==> config.mk <==
export PLATFORM = sky130hd
export DESIGN_NAME = pipe_hazard_ctrl
export DESIGN_NICKNAME = d
export VERILOG_FILES = /design/src/rtl/pipe_pkg.sv /design/src/rtl/hazard_match.sv /design/src/rtl/pipe_hazard_ctrl.sv
export SDC_FILE = /design/constraint.sdc
export NUM_CORES = 1
export LEC_CHECK = 0
export ABC_CLOCK_PERIOD_IN_PS = 4500
export CAP_MARGIN = 40
export CORE_ASPECT_RATIO = 1.4
export CORE_MARGIN = 3
export CORE_UTILIZATION = 45
export DETAILED_ROUTE_END_ITERATION = 12
export DONT_BUFFER_PORTS = 1
export SLEW_MARGIN = 20
export SYNTH_ARGS = -nofsm -noshare
export SYNTH_HDL_FRONTEND = slang
export SYNTH_SLANG_ARGS = --single-unit
==> constraint.sdc <==
create_clock -name i_clk -period 4.5 [get_ports i_clk]
set_input_delay 0.45 -clock i_clk [delete_from_list [all_inputs] [get_ports i_clk]]
set_output_delay 0.45 -clock i_clk [all_outputs]
set_load 0.02 [all_outputs]
==> src/rtl/pipe_pkg.sv <==
// Shared types and constants for the pipeline hazard/forwarding controller.
package pipe_pkg;

  localparam int unsigned FWD_RF = 0;
  localparam logic [4:0]  X0     = 5'd0;

  typedef struct packed {
    logic       valid;
    logic [4:0] rd;
    logic       regwrt;
    logic       isload;
  } stage_rec_t;

endpackage

==> src/rtl/hazard_match.sv <==
// Priority search over post-EX writer records for one source register.
module hazard_match
  import pipe_pkg::*;
#(
  parameter int unsigned STAGES     = 2,
  parameter int unsigned LOAD_STAGE = 2,
  parameter int unsigned SEL_W      = $clog2(STAGES + 1)
) (
  input  stage_rec_t [STAGES-1:0] i_recs,
  input  logic [4:0]              i_src,
  input  logic                    i_use,
  output logic                    o_hit,
  output logic                    o_ready,
  output logic [SEL_W-1:0]        o_k
);

  // Index 0 holds stage 1; the first hit wins so younger records shadow older ones.
  always_comb begin
    o_hit   = 1'b0;
    o_ready = 1'b0;
    o_k     = SEL_W'(FWD_RF);
    for (int unsigned i = 0; i < STAGES; i++) begin
      if (!o_hit && i_use && i_recs[i].valid && i_recs[i].regwrt &&
          i_recs[i].rd == i_src && i_recs[i].rd != X0) begin
        o_hit   = 1'b1;
        o_ready = !i_recs[i].isload || ((i + 1) >= LOAD_STAGE);
        o_k     = SEL_W'(i + 1);
      end
    end
  end

endmodule

==> src/rtl/pipe_hazard_ctrl.sv <==
// Hazard and forwarding controller: writer record shift, forwarding selects, stall/flush and stall counter.
module pipe_hazard_ctrl
  import pipe_pkg::*;
#(
  parameter int unsigned STAGES     = 2,
  parameter int unsigned LOAD_STAGE = 2,
  parameter int unsigned SEL_W      = $clog2(STAGES + 1)
) (
  input  logic             i_clk,
  input  logic             i_reset,
  input  logic             i_ex_valid,
  input  logic [4:0]       i_ex_rd,
  input  logic             i_ex_regwrt,
  input  logic             i_ex_isload,
  input  logic [4:0]       i_ex_rs1,
  input  logic [4:0]       i_ex_rs2,
  input  logic             i_ex_use_rs1,
  input  logic             i_ex_use_rs2,
  input  logic             i_ex_redirect,
  input  logic             i_ex_mc_busy,
  output logic [SEL_W-1:0] o_fwd_sel1,
  output logic [SEL_W-1:0] o_fwd_sel2,
  output logic             o_stall,
  output logic             o_flush,
  output logic [31:0]      o_stall_cnt
);

  stage_rec_t [STAGES-1:0] r_recs;
  logic [31:0]             r_stall_cnt;

  logic             w_hit1, w_rdy1, w_hit2, w_rdy2;
  logic [SEL_W-1:0] w_k1, w_k2;
  logic             w_hazard;

  hazard_match #(
    .STAGES    (STAGES),
    .LOAD_STAGE(LOAD_STAGE),
    .SEL_W     (SEL_W)
  ) u_match_rs1 (
    .i_recs (r_recs),
    .i_src  (i_ex_rs1),
    .i_use  (i_ex_use_rs1),
    .o_hit  (w_hit1),
    .o_ready(w_rdy1),
    .o_k    (w_k1)
  );

  hazard_match #(
    .STAGES    (STAGES),
    .LOAD_STAGE(LOAD_STAGE),
    .SEL_W     (SEL_W)
  ) u_match_rs2 (
    .i_recs (r_recs),
    .i_src  (i_ex_rs2),
    .i_use  (i_ex_use_rs2),
    .o_hit  (w_hit2),
    .o_ready(w_rdy2),
    .o_k    (w_k2)
  );

  always_comb begin
    w_hazard   = (w_hit1 && !w_rdy1) || (w_hit2 && !w_rdy2);
    o_stall    = 1'b0;
    o_flush    = 1'b0;
    o_fwd_sel1 = SEL_W'(FWD_RF);
    o_fwd_sel2 = SEL_W'(FWD_RF);
    if (!i_reset) begin
      o_stall = w_hazard || i_ex_mc_busy;
      o_flush = i_ex_redirect && !o_stall;
      if (w_hit1 && w_rdy1) o_fwd_sel1 = w_k1;
      if (w_hit2 && w_rdy2) o_fwd_sel2 = w_k2;
    end
  end

  always_ff @(posedge i_clk) begin
    if (i_reset) begin
      r_recs      <= '0;
      r_stall_cnt <= '0;
    end else begin
      // A stall freezes EX, so a bubble enters stage 1 in place of the held instruction.
      if (o_stall) r_recs[0] <= '0;
      else         r_recs[0] <= '{valid: i_ex_valid, rd: i_ex_rd, regwrt: i_ex_regwrt, isload: i_ex_isload};
      for (int unsigned k = 1; k < STAGES; k++) r_recs[k] <= r_recs[k-1];
      if (o_stall && r_stall_cnt != '1) r_stall_cnt <= r_stall_cnt + 32'd1;
    end
  end

  assign o_stall_cnt = r_stall_cnt;

endmodule

# ---- Yosys cells after proc, flatten, opt, wreduce, memory -nomap -nowiden
# Index checks and enable logic that the tools add are counted.
dict set report totals {
  ff_bits 47
  latchBits 0
  mem_bits_rw 0
  rom_bits 0
  inputBits 24
  output_inout_bits 38
  elab_cells 67
  n_memories 0
}
dict set report op_classes {
  n_addsub 1
  n_mul 0
  div 0
  magnitude_cmp 0
  eq_ne 5
  shifts 0
  n_mux 18
  bitwise_logic 0
  n_reduce_logical 35
}
# cell n
set op_table {}
lappend op_table {{$add 32x1->32 const B} 1}
lappend op_table {{$ne 32x32->1 const B} 1}
lappend op_table {{$logic_and 1x1->1} 24}
lappend op_table {{$eq 5x5->1} 4}
lappend op_table {{$mux 1} 12}
lappend op_table {{$mux 2} 6}
lappend op_table {{$reduce_bool 5->1} 2}
lappend op_table {{$logic_not 1->1} 6}
lappend op_table {{$logic_or 1x1->1} 2}
lappend op_table {{$reduce_or 2->1} 1}

# ---- Logic depth before layout (Yosys ltp)
dict set report depth {
  depth_word 19
  depth_mapped 9
  depth_no_buf 7
}

# ---- Cells and area by module
# Synthesis repeated with hierarchy kept, for this count alone.
dict set report hier_totals {
  cells_unflattened 292
  area_unflattened_um2 2509.9
}
# module n_inst cells_per_inst area_each_um2 seq_area_each_um2
set modules_own_cells {}
lappend modules_own_cells {pipe_hazard_ctrl 1 244 2172.1 960.9}
lappend modules_own_cells {hazard_match 2 24 168.9 0.0}

# ---- Worst setup path before layout
# No wires, ideal clock.
dict set report synth_path {
  kind {register -> output}
  from {register r_recs[3] (netlist name)}
  to {output o_flush}
  arrival_ns 1.952
  required_ns 4.050
  slack_ns 2.098
  stages_incl_launch_ff 8
  n_path_buf 0
  cell_sequence {dfxtp_1 or4_1 o211ai_2 nor2_1 o21a_1 or2_2 nor2_2 and2_1}
}
dict set report synth_between {
  elab_chain_len 18
  word_cells_on_any_way 36
  cone_classes {eq/ne (2); mux (9); reduce/logical (25)}
}
# item line
set synth_lines {}
lappend synth_lines {{start: declaration} pipe_hazard_ctrl.sv:28} ;# stage_rec_t [STAGES-1:0] r_recs;
lappend synth_lines {{$eq 5x5->1} hazard_match.sv:24} ;# i_recs[i].rd == i_src && i_recs[i].rd != X0) begin
lappend synth_lines {{$logic_and 1x1->1} hazard_match.sv:23} ;# if (!o_hit && i_use && i_recs[i].valid && i_recs[i].regwrt &&
lappend synth_lines {{$logic_and 1x1->1} hazard_match.sv:24}
lappend synth_lines {{$mux 1} hazard_match.sv:23}
lappend synth_lines {{$logic_not 1->1} hazard_match.sv:23}
lappend synth_lines {{$logic_and 1x1->1 (4 in series)} hazard_match.sv:23}
lappend synth_lines {{$logic_and 1x1->1} hazard_match.sv:24}
lappend synth_lines {{$mux 1} hazard_match.sv:23}
lappend synth_lines {{$logic_not 1->1} pipe_hazard_ctrl.sv:62} ;# w_hazard = (w_hit1 && !w_rdy1) || (w_hit2 && !w_rdy2);
lappend synth_lines {{$logic_and 1x1->1} pipe_hazard_ctrl.sv:62}
lappend synth_lines {{$logic_or 1x1->1 *} pipe_hazard_ctrl.sv:62}
lappend synth_lines {{$logic_or 1x1->1 *} pipe_hazard_ctrl.sv:68} ;# o_stall = w_hazard || i_ex_mc_busy;
lappend synth_lines {{$logic_not 1->1 *} pipe_hazard_ctrl.sv:69} ;# o_flush = i_ex_redirect && !o_stall;
lappend synth_lines {{$logic_and 1x1->1 *} pipe_hazard_ctrl.sv:69}
lappend synth_lines {{$mux 1 *} pipe_hazard_ctrl.sv:67} ;# if (!i_reset) begin
lappend synth_lines {{end: declaration} pipe_hazard_ctrl.sv:24} ;# output logic o_flush,
# Mark *: on every way between the ends. The rest lies on a longest branch, timed or not.

# ---- Worst setup path in the final report
# Same ends and word-level chain as after synthesis.

==> results_dict.tcl <==
set metrics [dict create \
    run_status "finished, final reports clean" \
    avgSynthCellArea_um2 8.52 \
    worst_ep_arrival_time_ns 2.49 \
    finalCriticalPeriod_ns 2.94 \
    netlist-cell-type-count 46 \
    ctsHtreeMaxLevel 2 \
    diodes 0 \
    final_net_count 307 \
    timing.rr.start "o_stall_cnt[13]" \
    dp_hpwl_um 4290 \
    die_x_um 68.2 \
    gr-usage-met2 0.345 \
    rows 31 \
    yosys.area_share.xor_xnor 0.140 \
    core-area_um2 5200 \
    async_reset_ff_frac 0 \
    ys_ff_latch 47 \
    ant_nets 0 \
    finalCritPeriodShare 0.653 \
    routed_via_density 5.72 \
    numPortBuffers 0 \
    ctsHoldBuffers 0 \
    worstSetupEndpointType "primary output" \
    fin_setup_tns_ns 0 \
    nFillCells 532 \
    grt_use_met1 0.229 \
    die_h_um 93.1 \
    syn_to_final_growth_pct 6.21 \
    gr-usage-met3 0.0529 \
    synth.area.mux_share 0.0175 \
    path_max_fanout 9 \
    hold_viol 0 \
    drt_drc_violations_left 0 \
    clock.fmax_ghz 0.340 \
    post_cts_buffers 0 \
    ctsResizeCount 0 \
    seq_area_frac_synth 0.386 \
    finalClockSkew_ns 0.00930 \
    power_density_nw_per_um2 305 \
    avgRoutedWirePerCell_um 16.4 \
    cap_viol_max_count 0 \
    antenna_found_initial 0 \
    hp-start "i_reset" \
    drt_iter0_drc 148 \
    grt_usage 0.196 \
    finalWirelength_um 5710 \
    grt_busiest_layer "met2" \
    worst_slack_ns 1.56 \
    cts_buffer_depth 2 \
    yosysTopAreaCell "dfxtp_1" \
    relSlewSlack 0.454 \
    synth_top_area_frac 0.386 \
    synth_edf_count 0 \
    fp.dieArea_um2 6350 \
    criticalPathCategory "flop to primary output" \
    crit_required_ns 4.05 \
    crit_start "r_recs[3]" \
    hold_path.class "input pin to flop" \
    synthAdderAreaFrac 0.00513 \
    clk_latency_ns 0.30 \
    rsz0062_at_grt "false" \
    cts_tree "done" \
    synth_compound_area_frac 0.0606 \
    drive_gt1_frac 0.0848 \
    synthSimpleGateAreaFrac 0.364 \
    place_ws_ns 1.84 \
    synthesis.instances 286 \
    io_pins 62 \
    synth_top_family_by_area "simple AND/OR/NAND/NOR gates" \
    hold_ws_ns 0.209 \
    numCtsBuffers 5 \
    grt_max_degree 48 \
    synth_area_leaders "dfxtp_1 (39%), xor2_1 (7.2%), xnor2_1 (6.8%)" \
    p_leak_nw 0.823 \
    syn_area_um2 2440 \
    grt_pass1_wl_um 9490 \
    synthFlopType "dfxtp_1" \
    drv_slew 0 \
    grt-ovfl-total 0 \
    first_global_vias 1993 \
    clockRootBuffer "clkbuf_8" \
    vias 1998 \
    start_util 0.469 \
    dr.pass1.iters 4 \
    globalplace.congestion 0.792 \
    peakVddDrop_mv 0.152 \
    synth_nets 311 \
    power.total_mw 0.789 \
    clock_sinks 47 \
    critical_path.startpoint_type "flop" \
    yosys_warnings 0 \
    setup_violations 0 \
    path_clk_slew_ns 0.09 \
    worst_pin_slew_ns 0.818 \
]
Yosys cell counts (3+ instances only):
cell and n:
a21oi_1 8, and2_1 12, and3_1 3, clkbuf_1 7, dfxtp_1 47, inv_1 4, nand2_1 18, nand3_1 13
nand4_1 15, nor2_1 34, nor2b_1 8, nor3_1 11, nor3_2 3, nor3b_1 3, nor4_1 10, o21ai_0 6
o31ai_1 4, or3_1 5, or4_1 6, xnor2_1 19, xor2_1 20
worst max-delay path, stage by stage, from the launching register on:
cell	delay, ns
dfxtp_1	0.35
or4_1	0.55
o211ai_2	0.21
nor2_1	0.06
o21a_1	0.15
or2_2	0.31
nor2_2	0.26
and2_1	0.30
flip-flops by register name (all words and copies together) (netlist names):
| register | count |
|---|---|
| o_stall_cnt | 32 |
| r_recs | 15 |
through the flow:
step                area [um2]   util  instances
CTS                       2590  0.498        349
floorplan                 2440      -        286
finish                    2590  0.498        349
detailed placement        2470  0.475        341
global placement          2470  0.475        341
global route              2590  0.498        349
area by class of cell:
class                      count  area [um2]  share of cell area
multi-input combinational    224        1430               0.553
sequential                    47         941               0.363
clock buffer                   6        82.6              0.0319
tap                           66        82.6              0.0319
clock inverter                 2        35.0              0.0135
inverter                       4        15.0             0.00580
report_power, final:
| group | internal (mW) | switching [mW] | total, mW | leakage, nW |
|---|---|---|---|---|
| Combinational | 0.0180 | 0.0204 | 0.0384 | 0.381 |
| Sequential | 0.422 | 0.00904 | 0.431 | 0.381 |
| Clock | 0.180 | 0.140 | 0.320 | 0.0612 |
| Total | 0.620 | 0.170 | 0.789 | 0.823 |
final timing paths:
kind / slack [ns] / cells past startpoint / endpoint
min: 0.21 / 1 / o_stall_cnt[2]
min reg2reg: 0.48 / 1 / r_recs[9]
max: 1.56 / 7 / o_flush
max reg2reg: 1.98 / 7 / o_stall_cnt[3]
routing by layer:
metal	routed length (um)	part of all wire
met3	380	0.067
met1	2260	0.40
met2	3010	0.53
met4	64	0.011
met5	0	0
cell usage in the layout, fill, tap and decap left out, types with 8 or more instances in the layout:
cell     netlist  routed
dfxtp_1       47      47
nor2_1        34      34
xor2_1        20      20
xnor2_1       19      19
nand2_1       18      18
nand4_1       15      15
nand3_1       13      13
and2_1        12      12
nor3_1        11      11
nor4_1        10      10
nor2b_1        8       8
a21oi_1        8       8
kinds of logic after synthesis:
family	Yosys count
DFF	47
buffers and inverters	15
AOI/OAI and AO/OA	24
muxes	4
adders and majority gates	1
xor gates and xnor gates	39
and+or+nand+nor	156
No activity file was read; power rests on OpenSTA's default activity.
